**src/rtl/pipe_ctrl_pkg.sv**
```systemverilog
// Shared constants for the pipeline sequencer: boot mode encoding and
// the execute/writeback stage indices derived from the pipeline depth.
package pipe_ctrl_pkg;

  typedef enum logic [1:0] {
    MODE_IDLE = 2'd0,
    MODE_LOAD = 2'd1,
    MODE_RUN  = 2'd2,
    MODE_HALT = 2'd3
  } mode_e;

  // Execute is always the second-to-last stage.
  function automatic int ex_idx(input int nstage);
    return nstage - 2;
  endfunction

  // Writeback is always the last stage.
  function automatic int wb_idx(input int nstage);
    return nstage - 1;
  endfunction

endpackage

```
**src/rtl/pipe_lat_counter.sv**
```systemverilog
// Variable-latency execute counter: restarts when a valid instruction
// loads into EX, counts up to ex_wait, and signals completion unless the
// UART is still busy.
module pipe_lat_counter #(
  parameter int LAT_W = 5
) (
  input  logic             clk,
  input  logic             rstn,
  input  logic             ld,
  input  logic             ex_vld,
  input  logic [LAT_W-1:0] ex_wait,
  input  logic             ex_uart_busy,
  output logic             e_start,
  output logic             ex_done
);

  logic [LAT_W-1:0] lat_cnt;

  // Counter restart on EX load, otherwise saturating count up to ex_wait.
  always_ff @(posedge clk) begin
    if (!rstn) begin
      lat_cnt <= '0;
      e_start <= 1'b0;
    end else begin
      e_start <= ld;
      if (ld)
        lat_cnt <= '0;
      else if (ex_vld && (lat_cnt < ex_wait))
        lat_cnt <= lat_cnt + LAT_W'(1);
    end
  end

  assign ex_done = ex_vld && (lat_cnt == ex_wait) && !ex_uart_busy;

endmodule

```
**src/rtl/pipe_ctrl.sv**
```systemverilog
// In-order pipeline sequencer: boot mode FSM, per-stage valid/update/flush
// control, PC, decode-hazard stalls, execute redirects and stop/halt.
// Optional performance counters are built when PIPE_CTRL_PERF_EN is defined.
module pipe_ctrl
  import pipe_ctrl_pkg::*;
#(
  parameter int NSTAGE = 4,
  parameter int PC_W   = 32,
  parameter int LAT_W  = 5,
  parameter int PC_INC = 1
) (
  input  logic              clk,
  input  logic              rstn,
  input  logic              aa_recieved,
  input  logic              load_done,
  input  logic              aa_sent,
  input  logic              d_hazard,
  input  logic              d_stop,
  input  logic              d_jump,
  input  logic [PC_W-1:0]   d_npc,
  input  logic [LAT_W-1:0]  ex_wait,
  input  logic              ex_uart_busy,
  input  logic              ex_redirect,
  input  logic [PC_W-1:0]   ex_target,
  output logic [1:0]        mode,
  output logic [PC_W-1:0]   pc,
  output logic [NSTAGE-2:0] upd,
  output logic [NSTAGE-1:0] vld,
  output logic [NSTAGE-1:0] flush,
  output logic              e_start,
  output logic              ex_done,
  output logic              halted
`ifdef PIPE_CTRL_PERF_EN
  ,
  output logic [31:0]       cyc_cnt,
  output logic [31:0]       ret_cnt,
  output logic [31:0]       stall_cnt
`endif
);

  localparam int EX = ex_idx(NSTAGE);
  localparam int WB = wb_idx(NSTAGE);

  mode_e st, st_n;
  logic  run;
  logic  stop_seen, stop_seen_n;
  logic  redir, jump, stop_adv, halt_now, ld_ex;
  logic [NSTAGE-1:0] stall, kill, vld_n;
  logic [NSTAGE-1:2] stop_tag, tag_n, tag_sh;
  logic [PC_W-1:0]   pc_n;

  assign run    = (st == MODE_RUN);
  assign mode   = st;
  assign halted = (st == MODE_HALT);
  assign flush  = kill;
  // Stop tags enter at stage 2 from the decode-stage d_stop flag.
  assign tag_sh = {stop_tag[NSTAGE-2:2], d_stop};

  // Mode state register.
  always_ff @(posedge clk) begin
    if (!rstn) st <= MODE_IDLE;
    else       st <= st_n;
  end

  // Mode next-state: boot handshake, run, sticky halt.
  always_comb begin
    st_n = st;
    case (st)
      MODE_IDLE: if (aa_recieved)          st_n = MODE_LOAD;
      MODE_LOAD: if (load_done && aa_sent) st_n = MODE_RUN;
      MODE_RUN:  if (halt_now)             st_n = MODE_HALT;
      default:                             st_n = MODE_HALT;
    endcase
  end

  // Backward stall chain, redirect/jump kills and advance-derived events.
  always_comb begin
    stall = '0;
    kill  = '0;
    stall[EX] = vld[EX] && !ex_done;
    for (int i = EX - 1; i >= 0; i--) begin
      stall[i] = vld[i+1] && stall[i+1];
      if (i == 1) stall[i] = stall[i] | (vld[1] && d_hazard);
    end
    redir = run && ex_done && ex_redirect;
    jump  = run && vld[1] && d_jump && !stall[1] && !redir;
    for (int i = 0; i < EX; i++) kill[i] = redir;
    kill[0]  = kill[0] | jump;
    stop_adv = run && vld[1] && d_stop && !stall[1] && !kill[1];
    halt_now = run && vld[WB] && stop_tag[WB];
    ld_ex    = run && !halt_now && !stall[EX] && vld[EX-1] &&
               !stall[EX-1] && !kill[EX-1];
    for (int i = 0; i < NSTAGE - 1; i++) upd[i] = run && !stall[i+1];
  end

  // Next valid/tag/PC values while running.
  always_comb begin
    vld_n = '0;
    tag_n = '0;
    // Fetch restarts on redirect, freezes once a stop has left decode.
    if (redir)                       vld_n[0] = 1'b1;
    else if (stop_seen || stop_adv)  vld_n[0] = 1'b0;
    else if (stall[0])               vld_n[0] = vld[0];
    else                             vld_n[0] = 1'b1;
    // Held stages keep their slot (unless killed); free ones take from below,
    // and the instruction fetched behind a stop is never let into decode.
    for (int i = 0; i < NSTAGE - 1; i++) begin
      if (stall[i+1]) vld_n[i+1] = vld[i+1] && !kill[i+1];
      else            vld_n[i+1] = vld[i] && !stall[i] && !kill[i] &&
                                   !((i == 0) && stop_adv);
    end
    for (int i = 2; i < NSTAGE; i++)
      tag_n[i] = stall[i] ? stop_tag[i] : tag_sh[i];
    if (redir)                                 pc_n = ex_target;
    else if (stop_seen || stop_adv || stall[0]) pc_n = pc;
    else if (jump)                             pc_n = d_npc;
    else                                       pc_n = pc + PC_W'(PC_INC);
    // Any redirect while a stop is pending necessarily flushes that stop.
    if (redir)         stop_seen_n = 1'b0;
    else if (stop_adv) stop_seen_n = 1'b1;
    else               stop_seen_n = stop_seen;
  end

  // Pipeline state: valids, stop tags, PC and fetch-freeze flag.
  always_ff @(posedge clk) begin
    if (!rstn) begin
      pc        <= '0;
      vld       <= '0;
      stop_tag  <= '0;
      stop_seen <= 1'b0;
    end else if (st == MODE_LOAD && st_n == MODE_RUN) begin
      pc        <= '0;
      vld       <= NSTAGE'(1);
      stop_tag  <= '0;
      stop_seen <= 1'b0;
    end else if (run) begin
      if (halt_now) begin
        vld <= '0;
      end else begin
        vld       <= vld_n;
        stop_tag  <= tag_n;
        pc        <= pc_n;
        stop_seen <= stop_seen_n;
      end
    end
  end

  pipe_lat_counter #(.LAT_W(LAT_W)) u_lat (
    .clk          (clk),
    .rstn         (rstn),
    .ld           (ld_ex),
    .ex_vld       (vld[EX]),
    .ex_wait      (ex_wait),
    .ex_uart_busy (ex_uart_busy),
    .e_start      (e_start),
    .ex_done      (ex_done)
  );

`ifdef PIPE_CTRL_PERF_EN
  // Wrapping run-cycle, retire and fetch-stall counters.
  always_ff @(posedge clk) begin
    if (!rstn) begin
      cyc_cnt   <= '0;
      ret_cnt   <= '0;
      stall_cnt <= '0;
    end else begin
      if (run)             cyc_cnt   <= cyc_cnt + 32'd1;
      if (run && vld[WB])  ret_cnt   <= ret_cnt + 32'd1;
      if (run && stall[0]) stall_cnt <= stall_cnt + 32'd1;
    end
  end
`endif

endmodule

```
**config.mk**
```make
export PLATFORM = sky130hd
export DESIGN_NAME = pipe_ctrl
export DESIGN_NICKNAME = d
export VERILOG_FILES = /design/src/rtl/pipe_ctrl_pkg.sv /design/src/rtl/pipe_lat_counter.sv /design/src/rtl/pipe_ctrl.sv
export SDC_FILE = /design/constraint.sdc
export NUM_CORES = 1
export LEC_CHECK = 0
export CAP_MARGIN = 10
export CORE_ASPECT_RATIO = 1.25
export CORE_MARGIN = 2
export CORE_UTILIZATION = 44
export DETAILED_ROUTE_END_ITERATION = 7
export PLACE_DENSITY = 0.81
export SYNTH_ARGS = -nofsm -noshare
export SYNTH_HDL_FRONTEND = slang
export SYNTH_SLANG_ARGS = --single-unit
```
**constraint.sdc**
```tcl
create_clock -name clk -period 5.2 [get_ports clk]
set_input_delay 1.56 -clock clk [delete_from_list [all_inputs] [get_ports clk]]
set_output_delay 1.56 -clock clk [all_outputs]
set_load 0.005 [all_outputs]
```
==> results.txt <==
----------------------------------------------------
[Die]
  Number of core rows ... 34
  Die area ... 7930 um2
  # IOs ... 127
  Initial standard-cell utilization of the core ... 45.6%
  Placeable Area ... 6980 um2
  Chip Width ... 80.0 um
  Die H ... 99.0 um

[Synth]
  Post-synthesis cell type count ... 69
  Top area cells in the synthesized netlist ... sky130_fd_sc_hd__dfxtp_1 30%, sky130_fd_sc_hd__a21oi_1 6.9%, sky130_fd_sc_hd__nand2_1 5.3%, sky130_fd_sc_hd__o21ai_0 5.2%, sky130_fd_sc_hd__nor2_1 4.6%
  Synthesized instance count ... 417
  Synth Area per Inst ... 7.62 um2
  Cell taking the most area after synthesis ... sky130_fd_sc_hd__dfxtp_1
  Share of flip-flops with an asynchronous set or reset ... 0%
  Post-synthesis instance area ... 3180 um2
  Area share of the leading cell type in the synthesized netlist ... 29.6%
  Share of the yosys chip area belonging to registers ... 29.6%
  Predominant post-synthesis flop cell ... sky130_fd_sc_hd__dfxtp_1
  FF+latch count, synth ... 47
  Number of synthesized flops with an enable pin ... 0
  Syn. warnings ... 0

[Setup path]
  Worst path required time ... 3.64 ns
  Highest-delay cell along the critical path ... sky130_fd_sc_hd__clkdlybuf4s50_1
  Slowest stage delay, CP ... 0.51 ns
  Peak fanout along the critical path ... 3
  Cell chain of the critical path ... clkdlybuf4s50_1 > inv_1 > ha_1 > nand3_4 > buf_4 > or2_2 > nor2_2 > clkdlybuf4s50_1
  Crit start category ... primary input
  Dominant cell type by count on the critical path ... sky130_fd_sc_hd__clkdlybuf4s50_1
  CP endpoint kind ... output port
  Critical path data arrival time ... 3.62 ns
  Critical path start-end classification ... primary input to output port
  Buffers & Inverters on Critical Path ... 4
  Dominant delay contributor by cell family on the critical path ... buffers and inverters

[Global route]
  Remaining global-route overflow ... 0
  Aggregate global-route resource usage ... 26.1%
  First-pass GRT wire length ... 16800 um
  Largest net degree at the start of global routing ... 30
  Antenna violations before repair ... 0
  Via count of the first global-routing pass ... 3654

[STA]
  Period utilisation layout ... 99.6%
  Slew headroom ... 52.0%
  Final Hold Fails ... 0
  Least-Margin Pin Slew ... 0.715 ns
  Setup TNS Final ... 0 ns
  Fin Clk Skew ... 0.00974 ns
  Total setup violations reported at the end of the flow ... 0
  Max Clock Freq ... 193 MHz
  Final period demand of the worst path ... 5.18 ns
  Final worst setup slack ... 0.0199 ns
  Final max-slew violation count ... 0

[Flow run]
  Max Cap Viol ... 0

[Power and ir drop]
  Comb power frac ... 16.6%
  Power Internal ... 0.590 mW
  Worst vdd ir ... 0.0000834 V
  Sw Share ... 23.4%
  Clock network fraction of total power ... 34.4%
  Sequential share of power ... 48.9%
  Switch Pwr ... 0.181 mW
  Power consumption ... 0.771 mW
  Pwr/cell area ... 163 nW/um2
  Reported leakage power ... 1.67 nW

[Cells and area]
  Area used by sequential logic in the layout ... 941 um2
  Antenna Diode Count ... 0
  Proportion of layout cells with a drive suffix above 1 ... 9.23%
  Filler cell count ... 590
  Final standard cell count with taps included and fillers excluded ... 632
  Post-layout nets ... 628
  Area of all placed cells without fillers ... 4720 um2
  Multi-input gate area in the final layout ... 2110 um2
  Layout Area Growth over Synthesis ... 48.3%

[Clock network]
  Largest buffer count on any clock path ... 2
  Clock sink count ... 47
  Cts bufs inserted ... 5
  Worst-path clk slew ... 0.09 ns
  Cell at the root of the clock tree ... sky130_fd_sc_hd__clkbuf_8
  Maximum level of the CTS H-tree ... 2
  Clock tree from TritonCTS ... built
  Clock insertion delay at the later pin of the skew report ... 0.30 ns

[Place]
  # placed instances ... 623
  Number of I/O port buffers ... 124
  Area after DPL ... 4540 um2
  DP Worst Slack ... -0.0462 ns
  DPL Wire Length ... 7560 um
  Final weighted congestion in routability-driven placement ... 0.811

[Routing]
  Mean number of vias per cell ... 5.91
  Post-detailed-route count of antenna-violating nets ... 0
  Total wire length ... 10500 um
  WL per Instance ... 16.6 um
  Remaining routing DRC violations ... 0
  DRC violation total after the first TritonRoute iteration ... 223
  Pre-antenna DRT Iters ... 5
  Detailed-route via count ... 3732

[Outcome]
  Status ... completed

[Min path]
  Worst min-delay path category ... register to register

----------------------------------------------------
layout by cell type, fill, tap and decap left out, drive strengths merged, types with 6 or more instances in the layout:
cell type | netlist | routed
clkdlybuf4s50 | 0 | 123
a22o | 6 | 6
nand3 | 16 | 16
a211o | 6 | 6
o21ai | 33 | 33
and2 | 6 | 6
xnor2 | 8 | 8
xor2 | 6 | 6
nor2 | 39 | 39
dfxtp | 47 | 47
a21oi | 45 | 45
nor4 | 6 | 6
nand2 | 45 | 45
nor3 | 13 | 13
a22oi | 11 | 11
nand4 | 9 | 9
clkbuf | 14 | 6
buf | 12 | 19
ha | 7 | 7
inv | 14 | 14
logic make-up (layout without fill, tap and decap cells):
group           count (synthesis)  in the layout  synth area share, %
simple gates                  159            159                 25.9
compound gates                147            147                 30.9
flops                          47             47                 29.6
buf+inv                        40            164                 6.34
xor+xnor                       14             14                 3.86
fa+ha+maj                       7              7                 2.75
mux                             2              2                0.630
other cells                     1              2                0.118
final timing paths:
| kind | startpoint | endpoint | slack (ns) | cells past startpoint |
|---|---|---|---|---|
| max | ex_wait[2] | ex_done | 0.02 | 8 |
| min | stop_tag[2] | stop_tag[2] | 0.46 | 2 |
| max reg2reg | u_lat.lat_cnt[0] | pc[1] | 2.29 | 12 |
| min reg2reg | stop_tag[2] | stop_tag[2] | 0.46 | 2 |
state kept, by name, indices dropped and copies added (netlist names):
signal and count:
u_lat.lat_cnt 5, stop_tag 2, mode 2, pc 32, vld 4, u_lat.e_start 1
stop_seen 1
worst reg2reg max path, stage by stage (launching register included):
cell,delay [ns]
sky130_fd_sc_hd__dfxtp_1,0.39
sky130_fd_sc_hd__inv_1,0.07
sky130_fd_sc_hd__ha_1,0.27
sky130_fd_sc_hd__nand3b_1,0.08
sky130_fd_sc_hd__buf_4,0.18
sky130_fd_sc_hd__nor4_4,0.24
sky130_fd_sc_hd__buf_4,0.19
sky130_fd_sc_hd__buf_4,0.29
sky130_fd_sc_hd__and2_1,0.23
sky130_fd_sc_hd__a31o_2,0.40
sky130_fd_sc_hd__buf_12,0.20
sky130_fd_sc_hd__nor2_1,0.05
sky130_fd_sc_hd__a311oi_1,0.24
metrics by stage:
stage	hold slack (ns)	utilization, %
after detailed placement	0.450	65.0
final	0.464	67.6
after CTS	0.463	66.7
after global routing	0.499	67.6
after floorplan	0.437	-
after global placement	0.445	65.0
cell usage after synthesis, types with 3 or more instances:
cell type and count:
sky130_fd_sc_hd__nor2_1 39, sky130_fd_sc_hd__nand2_1 45, sky130_fd_sc_hd__inv_1 13, sky130_fd_sc_hd__o2bb2ai_1 3, sky130_fd_sc_hd__buf_4 5, sky130_fd_sc_hd__o21ai_0 33
sky130_fd_sc_hd__nand2b_1 4, sky130_fd_sc_hd__dfxtp_1 47, sky130_fd_sc_hd__a221oi_1 5, sky130_fd_sc_hd__nor4_1 6, sky130_fd_sc_hd__a211oi_1 4, sky130_fd_sc_hd__a21oi_1 44
sky130_fd_sc_hd__a22o_1 6, sky130_fd_sc_hd__nor3_1 13, sky130_fd_sc_hd__buf_2 4, sky130_fd_sc_hd__o22ai_1 3, sky130_fd_sc_hd__and2_1 5, sky130_fd_sc_hd__nand3_1 15
sky130_fd_sc_hd__clkbuf_1 12, sky130_fd_sc_hd__or4_1 3, sky130_fd_sc_hd__xnor2_1 8, sky130_fd_sc_hd__a22oi_1 11, sky130_fd_sc_hd__ha_1 7, sky130_fd_sc_hd__a32o_2 3
sky130_fd_sc_hd__a211o_1 6, sky130_fd_sc_hd__a21o_1 5, sky130_fd_sc_hd__nand4_1 8, sky130_fd_sc_hd__a32oi_1 3, sky130_fd_sc_hd__xor2_1 6
power groups by stage:
stage          combinational, mW  sequential, mW  clock (mW)
2_1_floorplan             0.0377           0.384           0
3_3_place_gp               0.122           0.385           0
3_5_place_dp               0.123           0.385           0
4_1_cts                    0.125           0.377       0.271
5_1_grt                    0.139           0.378       0.285
6_report                   0.128           0.377       0.265
per-layer routing:
metal / vias to the layer above / wire length, um / global-route usage (%)
met5: - / 0 / 0
met4: 0 / 142 / 8.74
met3: 13 / 755 / 4.30
met2: 161 / 5300 / 45.1
met1: 1768 / 4300 / 32.5
li1: 1790 / - / -
cell type report:
cell class                      count  share of cell area (%)
Multi-Input combinational cell    331                    44.7
Tap cell                           90                    2.39
Timing Repair Buffer              143                    29.7
Inverter                           14                    1.11
Clock inverter                      1                   0.637
Clock buffer                        6                    1.54
Sequential cell                    47                    20.0
repair_timing:
action / CTS / global route
hold buffers: 0 / 0
gates resized for setup: 2 / 6
pin swaps: 0 / 2
setup endpoints to repair: 2 / 5
setup buffers: 0 / 2
Note: power is estimated with default switching activity, not from simulation.
